File: src/rtl/sen_func_streamer.sv
// Sequential reader for the sine lookup memory: walks a clamped address window
// and streams words over valid/ready. Define SEN_FUNC_LOOP_EN to enable wrap/stop mode.
module sen_func_streamer #(
  parameter int WIDTH  = 24,
  parameter int AMOUNT = 302,
  parameter int ADDR_W = 9
) (
  input  logic              clk,
  input  logic              rst,
  input  logic              start,
  input  logic [ADDR_W-1:0] first_addr,
  input  logic [ADDR_W-1:0] last_addr,
  input  logic              loop,
  input  logic              stop,
  output logic [ADDR_W-1:0] mem_addr,
  input  logic [WIDTH-1:0]  mem_rd,
  output logic [WIDTH-1:0]  sample,
  output logic              sample_valid,
  input  logic              sample_ready,
  output logic              busy,
  output logic              done
);

  // state | meaning
  // IDLE  | waiting for start; window not latched
  // RUN   | loading words from the table into the sample register
  // DRAIN | final word loaded, waiting for it to be consumed
  typedef enum logic [1:0] {IDLE = 2'd0, RUN = 2'd1, DRAIN = 2'd2} state_t;

  localparam logic [ADDR_W-1:0] MAX_ADDR = ADDR_W'(AMOUNT - 1);

  state_t            state, state_nxt;
  logic [ADDR_W-1:0] addr_q, first_r, last_r;
  logic [ADDR_W-1:0] first_c, last_c;
  logic              load, handshake, at_last, wrap, stop_run;

`ifdef SEN_FUNC_LOOP_EN
  logic loop_r;

  always_ff @(posedge clk or posedge rst) begin
    if (rst)
      loop_r <= 1'b0;
    else if (state == IDLE && start)
      loop_r <= loop;
  end

  assign wrap     = loop_r;
  assign stop_run = stop;
`else
  logic unused_cfg;
  assign unused_cfg = loop ^ stop;
  assign wrap       = 1'b0;
  assign stop_run   = 1'b0;
`endif

  // Out-of-range indices saturate; an inverted window collapses to one word.
  always_comb begin
    first_c = (first_addr > MAX_ADDR) ? MAX_ADDR : first_addr;
    last_c  = (last_addr > MAX_ADDR) ? MAX_ADDR : last_addr;
    if (first_c > last_c)
      last_c = first_c;
  end

  assign load      = (state == RUN) && (!sample_valid || sample_ready);
  assign handshake = sample_valid && sample_ready;
  assign at_last   = (addr_q == last_r);
  assign mem_addr  = addr_q;

  always_ff @(posedge clk or posedge rst) begin
    if (rst)
      state <= IDLE;
    else
      state <= state_nxt;
  end

  always_comb begin
    state_nxt = state;
    case (state)
      IDLE:    if (start) state_nxt = RUN;
      RUN: begin
        if (stop_run)
          state_nxt = DRAIN;
        else if (load && at_last && !wrap)
          state_nxt = DRAIN;
      end
      DRAIN:   if (handshake) state_nxt = IDLE;
      default: state_nxt = IDLE;
    endcase
  end

  always_comb begin
    busy = (state != IDLE);
  end

  always_ff @(posedge clk or posedge rst) begin
    if (rst) begin
      addr_q       <= '0;
      first_r      <= '0;
      last_r       <= '0;
      sample       <= '0;
      sample_valid <= 1'b0;
      done         <= 1'b0;
    end else begin
      done <= (state == DRAIN) && handshake;
      if (state == IDLE && start) begin
        first_r <= first_c;
        last_r  <= last_c;
        addr_q  <= first_c;
      end else if (load) begin
        if (!at_last)
          addr_q <= addr_q + 1'b1;
        else if (wrap)
          addr_q <= first_r;
      end
      if (load) begin
        sample       <= mem_rd;
        sample_valid <= 1'b1;
      end else if (handshake) begin
        sample_valid <= 1'b0;
      end
    end
  end

endmodule

File: config.mk
export PLATFORM = sky130hd
export DESIGN_NAME = sen_func_streamer
export DESIGN_NICKNAME = d
export VERILOG_FILES = /design/src/rtl/sen_func_streamer.sv
export SDC_FILE = /design/constraint.sdc
export NUM_CORES = 1
export LEC_CHECK = 0
export CAP_MARGIN = 20
export CORE_MARGIN = 2
export CORE_UTILIZATION = 41
export CTS_BUF_LIST = sky130_fd_sc_hd__clkbuf_8 sky130_fd_sc_hd__clkbuf_16
export CTS_CLUSTER_SIZE = 30
export DETAILED_ROUTE_END_ITERATION = 16
export PLACE_DENSITY = 0.82
export SLEW_MARGIN = 15
export SYNTH_ARGS = -nofsm -noshare
export SYNTH_HDL_FRONTEND = slang
export SYNTH_SLANG_ARGS = --single-unit
File: constraint.sdc
create_clock -name clk -period 1.6 [get_ports clk]
set_input_delay 0.16 -clock clk [delete_from_list [all_inputs] [get_ports clk]]
set_output_delay 0.16 -clock clk [all_outputs]
set_load 0.01 [all_outputs]
==> results of run 1 <==
## per-layer routing
metal | global-route usage [%] | vias to the layer above
li1 | - | 1152
met1 | 24.2 | 1149
met2 | 46.0 | 118
met3 | 4.84 | 26
met4 | 10.7 | 0
met5 | 0 | -
## how the worst min path moves through the flow
stage	to	slack [ns]	startpoint
floorplan	done	0.28	sample_ready
finish	sample[18]	0.22	rst
detailed placement	sample[9]	0.49	sample[9]
global placement	sample[9]	0.49	sample[9]
global route	sample[21]	0.23	rst
CTS	mem_addr[2]	0.23	rst
## final cells by class
type,count,area (sq um),share of cell area [%]
clock inverter,2,60.1,1.34
sequential,46,1150,25.7
clock buffer,6,82.6,1.84
tap,75,93.8,2.09
timing repair buffer,156,1390,31.0
inverter,9,36.3,0.808
multi-input combinational,173,1670,37.3
## what timing repair did
action	CTS	global route
cloned	1	0
endpoints found under the setup margin	21	20
gates resized for setup	113	30
pin swaps	41	26
hold endpoints to repair	0	0
setup buffers	11	4
## sequential cells by signal, indices dropped and copies added (netlist names)
name	count
sample	24
state	2
done	1
last_r	9
sample_valid	1
mem_addr	9
## stage by stage
| step | hold slack, ns | total power [mW] |
|---|---|---|
| 2_1_floorplan | 0.277 | 2.88 |
| 3_3_place_gp | 0.487 | 4.09 |
| 3_5_place_dp | 0.494 | 4.19 |
| 4_1_cts | 0.232 | 5.58 |
| 5_1_grt | 0.233 | 6.09 |
| 6_report | 0.220 | 5.80 |
## layout by cell type, fill, tap and decap left out, types with 3 or more instances in the layout
master / instances
o21ai_2: 7
buf_2: 8
mux2_2: 24
dfrtp_1: 43
dlygate4sd2_1: 3
or2_4: 3
xnor2_2: 5
nor2_1: 10
nand4_1: 4
nand2_2: 5
ha_4: 5
dfrtp_2: 3
o21ai_1: 5
clkdlybuf4s50_1: 62
nor2_4: 3
mux2_4: 3
buf_6: 12
a21o_1: 3
clkbuf_8: 6
a21oi_2: 6
inv_1: 5
nor3_4: 3
nor2b_4: 4
ha_1: 4
nand2_1: 18
a21oi_4: 3
nor3_1: 3
xnor2_1: 5
buf_4: 65
a21oi_1: 3
## power by group through the flow
| stage | Clock [mW] | Combinational (mW) | Sequential (mW) |
|---|---|---|---|
| finish | 1.04 | 2.99 | 1.77 |
| global route | 1.11 | 3.18 | 1.80 |
| CTS | 1.06 | 2.78 | 1.74 |
| detailed placement | 0 | 2.45 | 1.74 |
| global placement | 0 | 2.37 | 1.72 |
| floorplan | 0 | 0.976 | 1.91 |
## worst reg2reg max path, stage by stage (launching register included)
cell	delay [ns]
dfrtp_1	0.43
xnor2_2	0.23
nand4_1	0.15
buf_6	0.17
o31a_4	0.31
buf_6	0.15
nand2_2	0.06
xor2_1	0.15
a21oi_1	0.10
## logic make-up (layout without fill, tap and decap cells)
group / after synthesis / in the layout
fa+ha+maj: 10 / 10
mux: 28 / 28
buf+inv: 18 / 173
xor+xnor: 12 / 12
compound gates: 48 / 49
flops: 46 / 46
simple gates: 74 / 74
==> results.py, run 1 <==
metrics = {
    "critical_path": {
        "critPathMaxStageDelay_ns": 0.33,
        "rr_endpoint": "mem_addr[2]",
        "critPathBufInv": 2,
        "worstSetupStartpointType": "primary input",
        "crit_type": "in2reg",
        "reg2regPathDepth": 8,
        "slowest_stage": "mux2_4",
        "cp_max_fo": 5,
        "path_cells": "buf_6 > or2_4 > a21oi_4 > nor2b_4 > nor2_4 > inv_2 > ha_4 > a21o_1 > a21oi_2 > nand2_2 > o21ai_4 > mux2_4 > o21ai_2",
        "cp-endpoint": "last_r[1]",
        "required_ns": 1.82,
        "cp-startpoint": "first_addr[6]",
        "crit_family": "compound AO/OA/AOI/OAI gates",
        "cp_num_cells": 13,
        "cp.arrival_ns": 2.28,
        "rr_startpoint": "mem_addr[5]",
        "endpoint_kind": "flip-flop",
        "reg2reg_setup_slack_ns": -0.24,
    },
    "synthesis": {
        "synthTopCellsByArea": "dfrtp_1, mux2_2, ha_1",
        "synthMuxAreaShare_pct": 12.9,
        "synth_nets": 294,
        "synth_top_area_cell": "dfrtp_1",
        "synth_most_common_cell": "dfrtp_1",
        "synth-adder-area-share_pct": 5.06,
        "syn_area_per_cell_sq_um": 10.5,
        "synth_compound_area_share_pct": 13.2,
        "synth-edff-count": 0,
        "synth.ff_latch_count": 46,
        "synth-xor-area-share_pct": 4.25,
        "synthCells": 236,
        "ys_seq_area_share_pct": 46.6,
        "synth-simple-area-share_pct": 14.8,
        "yosys-top-cells-count": "dfrtp_1, mux2_2, nand2_1",
        "async_reset_ff_share_pct": 100,
        "netlist.area_leader.share_pct": 46.6,
        "synth_top_family_by_area": "simple AND/OR/NAND/NOR gates",
        "synthesis.area_sq_um": 2470,
        "yosysUniqueCellTypes": 46,
        "yosysWarnings": 0,
        "ys.flop_type": "dfrtp_1",
    },
    "power_and_ir_drop": {
        "p_leak_nw": 1.96,
        "p_sw_share_pct": 33.8,
        "vdd_drop_max_mv": 0.751,
        "pwr-share-comb_pct": 51.5,
        "power_density_nw_per_um2": 1290,
        "p_int_mw": 3.84,
        "p_clk_share_pct": 17.9,
        "switching_power_mw": 1.96,
        "seqPwrFrac_pct": 30.5,
    },
    "final_layout": {
        "stdcell_count": 467,
        "drive_above_1_share_pct": 49.7,
        "utilization_pct": 76.3,
        "diodes": 0,
        "synthToLayoutAreaGrowth_pct": 81.7,
        "num-fill-cells": 364,
        "fin_area_sq_um": 4490,
        "layout.nets": 449,
    },
    "route": {
        "dr_wl_met3_um": 609,
        "route.met2.wl_mm": 4.15,
        "wl_mm": 7.82,
        "dr.max_layer_used": "met4",
        "postRouteAntennaNets": 0,
        "met1Wirelength_mm": 2.72,
        "drtIter0Drc": 82,
        "via_per_inst": 5.24,
        "avgRoutedWirePerCell_um": 16.7,
        "drc_errors": 0,
        "first_pass_iters": 5,
        "dr_total_vias": 2445,
    },
    "sta": {
        "min_period_over_period_pct": 129,
        "slew_headroom_pct": 71.2,
        "tns_ns": -5.32,
        "setup_violations": 20,
        "tightestPinTransition_ns": 0.432,
        "rsz0062_at_grt": "yes",
        "slew_viol_final": 0,
        "fin_crit_ns": 2.06,
        "finalClockSkew_ns": 0.00580,
        "fin_ws_ns": -0.456,
        "hold_viol": 0,
        "fmax_mhz": 486,
    },
    "clocking": {
        "cts.clk_slew.worst_paths_ns": 0.08,
        "numClockSinks": 46,
        "clock_latency_ns": 0.30,
        "cts_max_level": 2,
        "cts_tree": "done",
        "numCtsBuffers": 5,
        "hold_buffers": 0,
        "cts_root_buf": "clkbuf_8",
        "cts_max_path_buffers": 2,
    },
    "placement": {
        "dp_slack_ns": -1.12,
        "place_area_sq_um": 3900,
        "place.gp.congestion": 0.906,
        "io_buffers": 81,
        "dpl.hpwl_mm": 5.10,
        "dp_cells": 444,
    },
    "global_routing": {
        "grt_max_degree": 47,
        "antenna_found_initial": 0,
        "overflow": 0,
        "grt_pass1_vias": 2498,
        "grt_usage_pct": 23.7,
        "grt_pass1_wl_mm": 11.8,
    },
    "flow_run": {
        "cap_violations": 0,
    },
    "floorplanning": {
        "initial_utilization_pct": 42.0,
        "core_area_sq_um": 5890,
        "pin_count": 84,
        "row_count": 28,
        "die_area_sq_um": 6660,
        "fp.dieW_um": 81.6,
        "die_h_um": 81.6,
    },
    "run_status": {
        "status": "finished, violations left",
        "violations": "negative setup slack",
    },
    "min_path": {
        "hold_class": "in2async",
    },
}
Note: power is estimated with default switching activity, not from simulation.
==> run 2: changes to the inputs <==
--- a/config.mk
+++ b/config.mk
@@ -11,8 +11,8 @@
 export CTS_BUF_LIST = sky130_fd_sc_hd__clkbuf_8 sky130_fd_sc_hd__clkbuf_16
 export CTS_CLUSTER_SIZE = 30
 export DETAILED_ROUTE_END_ITERATION = 16
+export GPL_TIMING_DRIVEN = 1
 export PLACE_DENSITY = 0.82
-export SLEW_MARGIN = 15
 export SYNTH_ARGS = -nofsm -noshare
 export SYNTH_HDL_FRONTEND = slang
 export SYNTH_SLANG_ARGS = --single-unit
==> results of run 2 <==
No change in the layout: final DEF, timing and power equal those of run 1.
==> run 3: changes to the inputs <==
--- a/config.mk
+++ b/config.mk
@@ -5,11 +5,10 @@
 export SDC_FILE = /design/constraint.sdc
 export NUM_CORES = 1
 export LEC_CHECK = 0
-export CAP_MARGIN = 20
 export CORE_MARGIN = 2
 export CORE_UTILIZATION = 41
 export CTS_BUF_LIST = sky130_fd_sc_hd__clkbuf_8 sky130_fd_sc_hd__clkbuf_16
-export CTS_CLUSTER_SIZE = 30
+export CTS_CLUSTER_SIZE = 12
 export DETAILED_ROUTE_END_ITERATION = 16
 export GPL_TIMING_DRIVEN = 1
 export PLACE_DENSITY = 0.82
==> results of run 3 <==
No change in the layout: final DEF, timing and power equal those of run 1.
